**config.mk**
```make
export PLATFORM = sky130hd
export DESIGN_NAME = uart_rx
export DESIGN_NICKNAME = d
export VERILOG_FILES = /design/src/rtl/uart_pkg.sv /design/src/rtl/uart_rx_sync.sv /design/src/rtl/uart_rx.sv
export SDC_FILE = /design/constraint.sdc
export NUM_CORES = 1
export LEC_CHECK = 0
export ABC_AREA = 1
export CAP_MARGIN = 20
export CELL_PAD_IN_SITES_DETAIL_PLACEMENT = 0
export CELL_PAD_IN_SITES_GLOBAL_PLACEMENT = 1
export CORE_MARGIN = 4
export CORE_UTILIZATION = 42
export CTS_CLUSTER_DIAMETER = 50
export DETAILED_ROUTE_END_ITERATION = 7
export PLACE_DENSITY = 0.83
export SLEW_MARGIN = 20
export SYNTH_ARGS = -nofsm -noshare
export SYNTH_HDL_FRONTEND = slang
export SYNTH_HIERARCHICAL = 1
export SYNTH_SLANG_ARGS = --single-unit
```
**constraint.sdc**
```tcl
create_clock -name clk -period 2.7 [get_ports clk]
set_input_delay 0.54 -clock clk [delete_from_list [all_inputs] [get_ports clk]]
set_output_delay 0.54 -clock clk [all_outputs]
set_load 0.05 [all_outputs]
```
**src/rtl/uart_pkg.sv**
```systemverilog
// Shared UART definitions: FSM state encoding, default frame geometry.
// Used by both the receiver and transmitter sides of the echo path.
package uart_pkg;

  typedef logic [2:0] uart_state_t;

  localparam uart_state_t IDLE      = 3'd0;
  localparam uart_state_t START     = 3'd1;
  localparam uart_state_t DATA      = 3'd2;
  localparam uart_state_t STOP      = 3'd3;
  localparam uart_state_t WAIT_HIGH = 3'd4;

  localparam int OVERSAMPLE_DEF = 16;
  localparam int DATA_BITS_DEF  = 8;

  // start + 8 data + 1 stop
  localparam int FRAME_BITS_8N1 = 10;

endpackage

```
**src/rtl/uart_rx_sync.sv**
```systemverilog
// Two-flop synchroniser for async inputs, resets to all-ones (idle-high lines).
// Latency: 2 clk; no backpressure.
module uart_rx_sync #(
  parameter int WIDTH = 1
) (
  input  logic             clk,
  input  logic             resetn,
  input  logic [WIDTH-1:0] d,
  output logic [WIDTH-1:0] q
);

  logic [WIDTH-1:0] meta;

  always_ff @(posedge clk) begin
    if (!resetn) begin
      meta <= '1;
      q    <= '1;
    end else begin
      meta <= d;
      q    <= meta;
    end
  end

endmodule

```
**src/rtl/uart_rx.sv**
```systemverilog
// 8N1 oversampling UART receiver: byte out with a one-clk valid, or a frame_err pulse.
// Latency: valid one clk after the stop-bit sample; no backpressure (consumer must take the pulse).
module uart_rx
  import uart_pkg::*;
#(
  parameter int OVERSAMPLE = OVERSAMPLE_DEF,
  parameter int DATA_BITS  = DATA_BITS_DEF
) (
  input  logic                 clk,
  input  logic                 resetn,
  input  logic                 rx_tick,
  input  logic                 enabled,
  input  logic                 rx,
  output logic [DATA_BITS-1:0] data,
  output logic                 valid,
  output logic                 frame_err,
  output logic                 busy
);

  localparam int CW = $clog2(OVERSAMPLE);
  localparam int BW = $clog2(DATA_BITS);

  localparam logic [CW-1:0] CNT_HALF = CW'(OVERSAMPLE / 2 - 1);
  localparam logic [CW-1:0] CNT_LAST = CW'(OVERSAMPLE - 1);
  localparam logic [BW-1:0] IDX_LAST = BW'(DATA_BITS - 1);

  logic                 rx_s;
  uart_state_t          state, state_nxt;
  logic [CW-1:0]        cnt, cnt_nxt;
  logic [BW-1:0]        bit_idx, bit_idx_nxt;
  logic [DATA_BITS-1:0] shift, shift_nxt;
  logic [DATA_BITS-1:0] data_nxt;
  logic                 valid_nxt, frame_err_nxt;

  uart_rx_sync #(.WIDTH(1)) u_sync (
    .clk    (clk),
    .resetn (resetn),
    .d      (rx),
    .q      (rx_s)
  );

  always_ff @(posedge clk) begin
    if (!resetn) begin
      state     <= IDLE;
      cnt       <= '0;
      bit_idx   <= '0;
      shift     <= '0;
      data      <= '0;
      valid     <= 1'b0;
      frame_err <= 1'b0;
    end else begin
      state     <= state_nxt;
      cnt       <= cnt_nxt;
      bit_idx   <= bit_idx_nxt;
      shift     <= shift_nxt;
      data      <= data_nxt;
      valid     <= valid_nxt;
      frame_err <= frame_err_nxt;
    end
  end

  always_comb begin
    state_nxt     = state;
    cnt_nxt       = cnt;
    bit_idx_nxt   = bit_idx;
    shift_nxt     = shift;
    data_nxt      = data;
    valid_nxt     = 1'b0;
    frame_err_nxt = 1'b0;
    // Disable aborts immediately, independent of the tick.
    if (!enabled) begin
      state_nxt   = IDLE;
      cnt_nxt     = '0;
      bit_idx_nxt = '0;
    end else if (rx_tick) begin
      case (state)
        IDLE: begin
          if (!rx_s) begin
            state_nxt = START;
            cnt_nxt   = '0;
          end
        end
        START: begin
          if (cnt == CNT_HALF) begin
            cnt_nxt     = '0;
            bit_idx_nxt = '0;
            state_nxt   = rx_s ? IDLE : DATA;
          end else begin
            cnt_nxt = cnt + 1'b1;
          end
        end
        DATA: begin
          if (cnt == CNT_LAST) begin
            cnt_nxt   = '0;
            shift_nxt = {rx_s, shift[DATA_BITS-1:1]};
            if (bit_idx == IDX_LAST) begin
              state_nxt   = STOP;
              bit_idx_nxt = '0;
            end else begin
              bit_idx_nxt = bit_idx + 1'b1;
            end
          end else begin
            cnt_nxt = cnt + 1'b1;
          end
        end
        STOP: begin
          if (cnt == CNT_LAST) begin
            cnt_nxt = '0;
            if (rx_s) begin
              data_nxt  = shift;
              valid_nxt = 1'b1;
              state_nxt = IDLE;
            end else begin
              frame_err_nxt = 1'b1;
              state_nxt     = WAIT_HIGH;
            end
          end else begin
            cnt_nxt = cnt + 1'b1;
          end
        end
        WAIT_HIGH: begin
          if (rx_s) begin
            state_nxt = IDLE;
          end
        end
        default: begin
          state_nxt   = IDLE;
          cnt_nxt     = '0;
          bit_idx_nxt = '0;
        end
      endcase
    end
  end

  always_comb begin
    busy = (state != IDLE);
  end

endmodule

```
# Word level (Yosys, flattened, before mapping)
# Cells that the tools add are included.
totals:
  ff_bits: 30
  inputBits: 5
  out_inout_bits: 11
  word_cells: 56
op_classes:
  add_sub_neg: 2
  n_eq_ne: 13
  muxes: 19
  bitwise: 2
  reduce_logical: 11
ops:
  columns: ["cell", "count"]
  rows:
  - ["3-bit two-way mux", 10]
  - ["4-bit case mux with 4 select lines", 1]
  - ["3-bit case mux with 5 select lines", 1]
  - ["4-bit two-way mux", 3]
  - ["2-bit != test (second input constant)", 5]
  - ["5-bit AND reduction", 2]
  - ["3-bit case mux with 3 select lines", 1]
  - ["4-bit AND reduction", 2]
  - ["7-bit AND reduction", 1]
  - ["3-bit by 2-bit equality test with 1-bit output (second input constant)", 2]
  - ["3-bit equality test (second input constant)", 2]
  - ["4-bit by 1-bit adder with 4-bit output (second input constant)", 1]
  - ["4-bit by 3-bit equality test with 1-bit output (second input constant)", 1]
  - ["4-bit equality test (second input constant)", 1]
  - ["3-bit by 1-bit adder with 3-bit output (second input constant)", 1]
  - ["3-bit by 1-bit equality test with 1-bit output (second input constant)", 1]
  - ["3-bit zero test", 1]
  - ["3-bit AND reduction", 1]
  - ["3-bit nonzero test", 1]
  - ["3-bit OR reduction", 1]
  - ["1-bit two-way mux", 2]
  - ["2-bit two-way mux", 1]
  - ["2-bit by 1-bit != test with 1-bit output (second input constant)", 1]
  - ["1-bit NOT", 2]
  - ["2 further kinds", 2]

# Longest topological paths before layout
logic_depth:
  depth_word: 4
  mapped_depth: 10
  depth_no_buf: 10

# By module
# The synthesis kept the hierarchy.
by_module_without_submodules:
  columns: ["mod", "instances", "cells_each", "area_per_inst_um2", "seq_area_each_um2"]
  rows:
  - ["uart_rx", 1, 181, 1317.5, 560.5]
  - ["uart_rx_sync", 1, 6, 55.1, 40.0]

# Least setup slack after synthesis
# Ideal clock, no wire load.
synth_timing:
  kind: "reg-to-output"
  start: "reg state[1]"
  end: "out busy"
  arrival_time_ns: 0.935
  required_ns: 2.160
  slack_ns: 1.225
  path_stages_with_launch: 4
  path_buffers: 1
  cell_sequence: "dfxtp_1 > buf_2 > nor2_2 > nand2_1"
synth_via:
  elab_chain_len: 1
synth_lines:
  columns: ["item", "line", "text"]
  rows:
  - ["start: declaration", "uart_rx.sv:28", "uart_state_t state, state_nxt;"]
  - ["start signal: assignment", "uart_rx.sv:52", "state <= state_nxt;"]
  - ["3-bit nonzero test", "uart_rx.sv:136", "busy = (state != IDLE);"]
  - ["end: declaration", "uart_rx.sv:17", "output logic busy"]
# Every way passes these cells.

# Worst setup path in the final report
# Same ends and word-level chain as after synthesis.

==> run metrics <==
CP startpoint kind=flop; Yosys warnings=6; Period Utilization, post-route=87.0%; RSZ-0062 raised after global routing=false; maximum fanout along the worst path=8; Post-Synth Simple-Gate Area=33.0%; clk sinks=30; # IOs=16; Synth Area in Compound Gates=14.2%; Longest Clk Path Bufs=2; CTS tree=yes; filler cell count=309; PortBufs=15; fin nets=215; final slew viol count=0; Max Cap Viol=0; first drt pass iteration count=4; Clock Skew=0.0113 ns; Initial Util=44.6%; DR vias=1232; dpl cell area=1570 sq um; post-route cell area=1620 sq um; slew margin rel.=66.5%; Post-CTS Resized=0; initial antenna violation count=0; GRT Total Usage=15.5%; synth top area cells=dfxtp_1, nor2_1, nand2_1; Gate Count Post-Synth=187; Setup Crit Path Kind=flop to output pin; Yosys top cell area share=43.8%; top cells by instance count after synthesis=nor2_1, dfxtp_1, nand2_1; total grt overflow=0; LEAKAGE=0.714 nW; largest net degree at the start of global routing=22; final WL=2890 microns; Vias/cell=4.91; CTS clk-pin slew, worst paths=0.09 ns; Die ar.=4250 sq um; Flop pwr share=60.1%; CP required=2.16 ns; Final setup viols=0; largest family of logic cells by synthesized area=simple AND/OR/NAND/NOR gates; switching portion of total power=24.5%; DRT iter0 DRCs=53; clock root buffer=clkbuf_4; Hold Path Class=flop to flop; dpl hpwl=2170 microns; Cell Area, Synth=1370 sq um; kind of end point of the critical path=output pin; worst skew pair latency=0.32 ns; row cnt=20; first-pass GRT wire length=5010 microns; min cycle time layout=2.35 ns; power density over the cells=463 nW/um^2; Synth area leader=dfxtp_1; Core ar.=3080 sq um; H-tree levels=2; Post-Syn Nets=195; average wire per standard cell=11.5 microns; async set-reset flop share out of synthesis=0%; DIE HEIGHT=65.2 microns; clock network power share=32.1%; post-synthesis sequential area ratio=43.8%; vias in the first global route=1129; CP Data Arrival Time=1.81 ns; layout cells sized above 1=12.1%; mux cell area share after synthesis=0%; cts bufs inserted=5; Yosys cell types=21; area delta synth->final=17.8%; Max VDD drop=0.357 mV; final hold violation count=0; EDFF count, synth=0; Int Pwr=0.000565 W; most numerous cell in the Yosys netlist=nor2_1; outcome=complete, no violations; fmax=0.426 GHz; predominant post-synthesis flop cell=dfxtp_1; postcts setup bufs=0; Seq cells post-synth=30; Synth Area in Adders=2.73%; Post-CTS Hold Fix Bufs=0; Routability Congestion=0.827; Combinational Power Share=7.8%; Switch Pwr=0.000183 W; TNS Setup=0 ns; Post-DRT Antenna Nets=0; Die X=65.2 microns; Worst Tran Pin Value=0.501 ns; post-synthesis xor/xnor area fraction=0.638%; Remaining DRCs=0; Post-Syn Area per Cell=7.34 sq um; ANT cells=0
-- path summary, 6_finish.rpt --
check / startpoint / to / slack (ns) / cells after the start
worst min register to register: u_sync/meta$_SDFF_PN1_ / u_sync/q$_SDFF_PN1_ / 0.41 / 2
worst min-delay path: u_sync/meta$_SDFF_PN1_ / u_sync/q$_SDFF_PN1_ / 0.41 / 2
worst max register to register: cnt[0]$_SDFFE_PN0P_ / data[0]$_SDFFE_PN0P_ / 1.07 / 6
worst max-delay path: state[1]$_SDFFE_PN0P_ / busy / 0.35 / 3
-- metal layers --
layer | up-vias | global-route usage (%) | part of all wire [%]
li1 | 648 | - | -
met1 | 554 | 17.7 | 44
met2 | 26 | 26.4 | 50
met3 | 4 | 5.47 | 4.8
met4 | 0 | 6.22 | 1.5
met5 | - | 0 | 0
-- cells by family (layout without fill, tap and decap cells) --
logic type,after synthesis,count (layout)
AOI/OAI and AO/OA,39,39
DFF,30,30
xor gates and xnor gates,1,1
buffers and inverters,20,40
adders and majority gates,3,3
and+or+nand+nor,94,94
-- layout make-up --
cell class,count,area [sq um],area share [%]
multi-input cells,137,694,43.0
repair buffers,16,158,9.75
flip-flops and latches,30,601,37.2
well taps,44,55.1,3.41
inverters,17,63.8,3.95
clock buffers,7,45.0,2.79
-- state kept, by name, summed over array words and instances, names as in the netlist, 3 cells and up --
register and flops:
data 8, shift 8, cnt 4, bit_idx 3, state 3
-- critical path, cell delays in order (launching register included) --
cell             delay, ns
dfxtp_1               0.50
nor2_2                0.12
nand2_1               0.07
clkdlybuf4s50_1       0.79
-- power by group through the flow --
stage | Sequential, W | Clock (W) | Combinational (W)
after floorplan | 0.000458 | 0 | 0.0000420
after global placement | 0.000460 | 0 | 0.0000580
after detailed placement | 0.000460 | 0 | 0.0000585
after CTS | 0.000450 | 0.000253 | 0.0000585
after global routing | 0.000450 | 0.000274 | 0.0000654
final | 0.000450 | 0.000240 | 0.0000580
-- cells in the final DEF, fill, tap and decap left out --
cell type         n
nor2_1           38
dfxtp_1          30
nand2_1          25
a21oi_1          18
clkdlybuf4s50_1  15
inv_1            13
o21ai_0          13
nand3_1          11
o21ai_1           8
nor2_2            6
clkbuf_4          5
inv_2             4
nand3b_1          4
nand2_2           3
ha_1              3
nand3_2           2
nor2_4            2
clkbuf_1          2
nor3_1            1
xnor2_1           1
nand2_4           1
nor3_4            1
buf_4             1
-- metrics by stage --
step                      total power [W]  hold WS (ns)  util, %  std cells  setup slack (ns)
after floorplan                  0.000500         0.380        -        187              1.23
after global placement           0.000518         0.392     51.1        244             0.647
after detailed placement         0.000518         0.394     51.1        244             0.652
after CTS                        0.000761         0.417     52.5        251             0.340
after global routing             0.000789         0.434     52.5        251             0.249
final                            0.000748         0.413     52.5        251             0.351
Note: power is estimated with default switching activity, not from simulation.
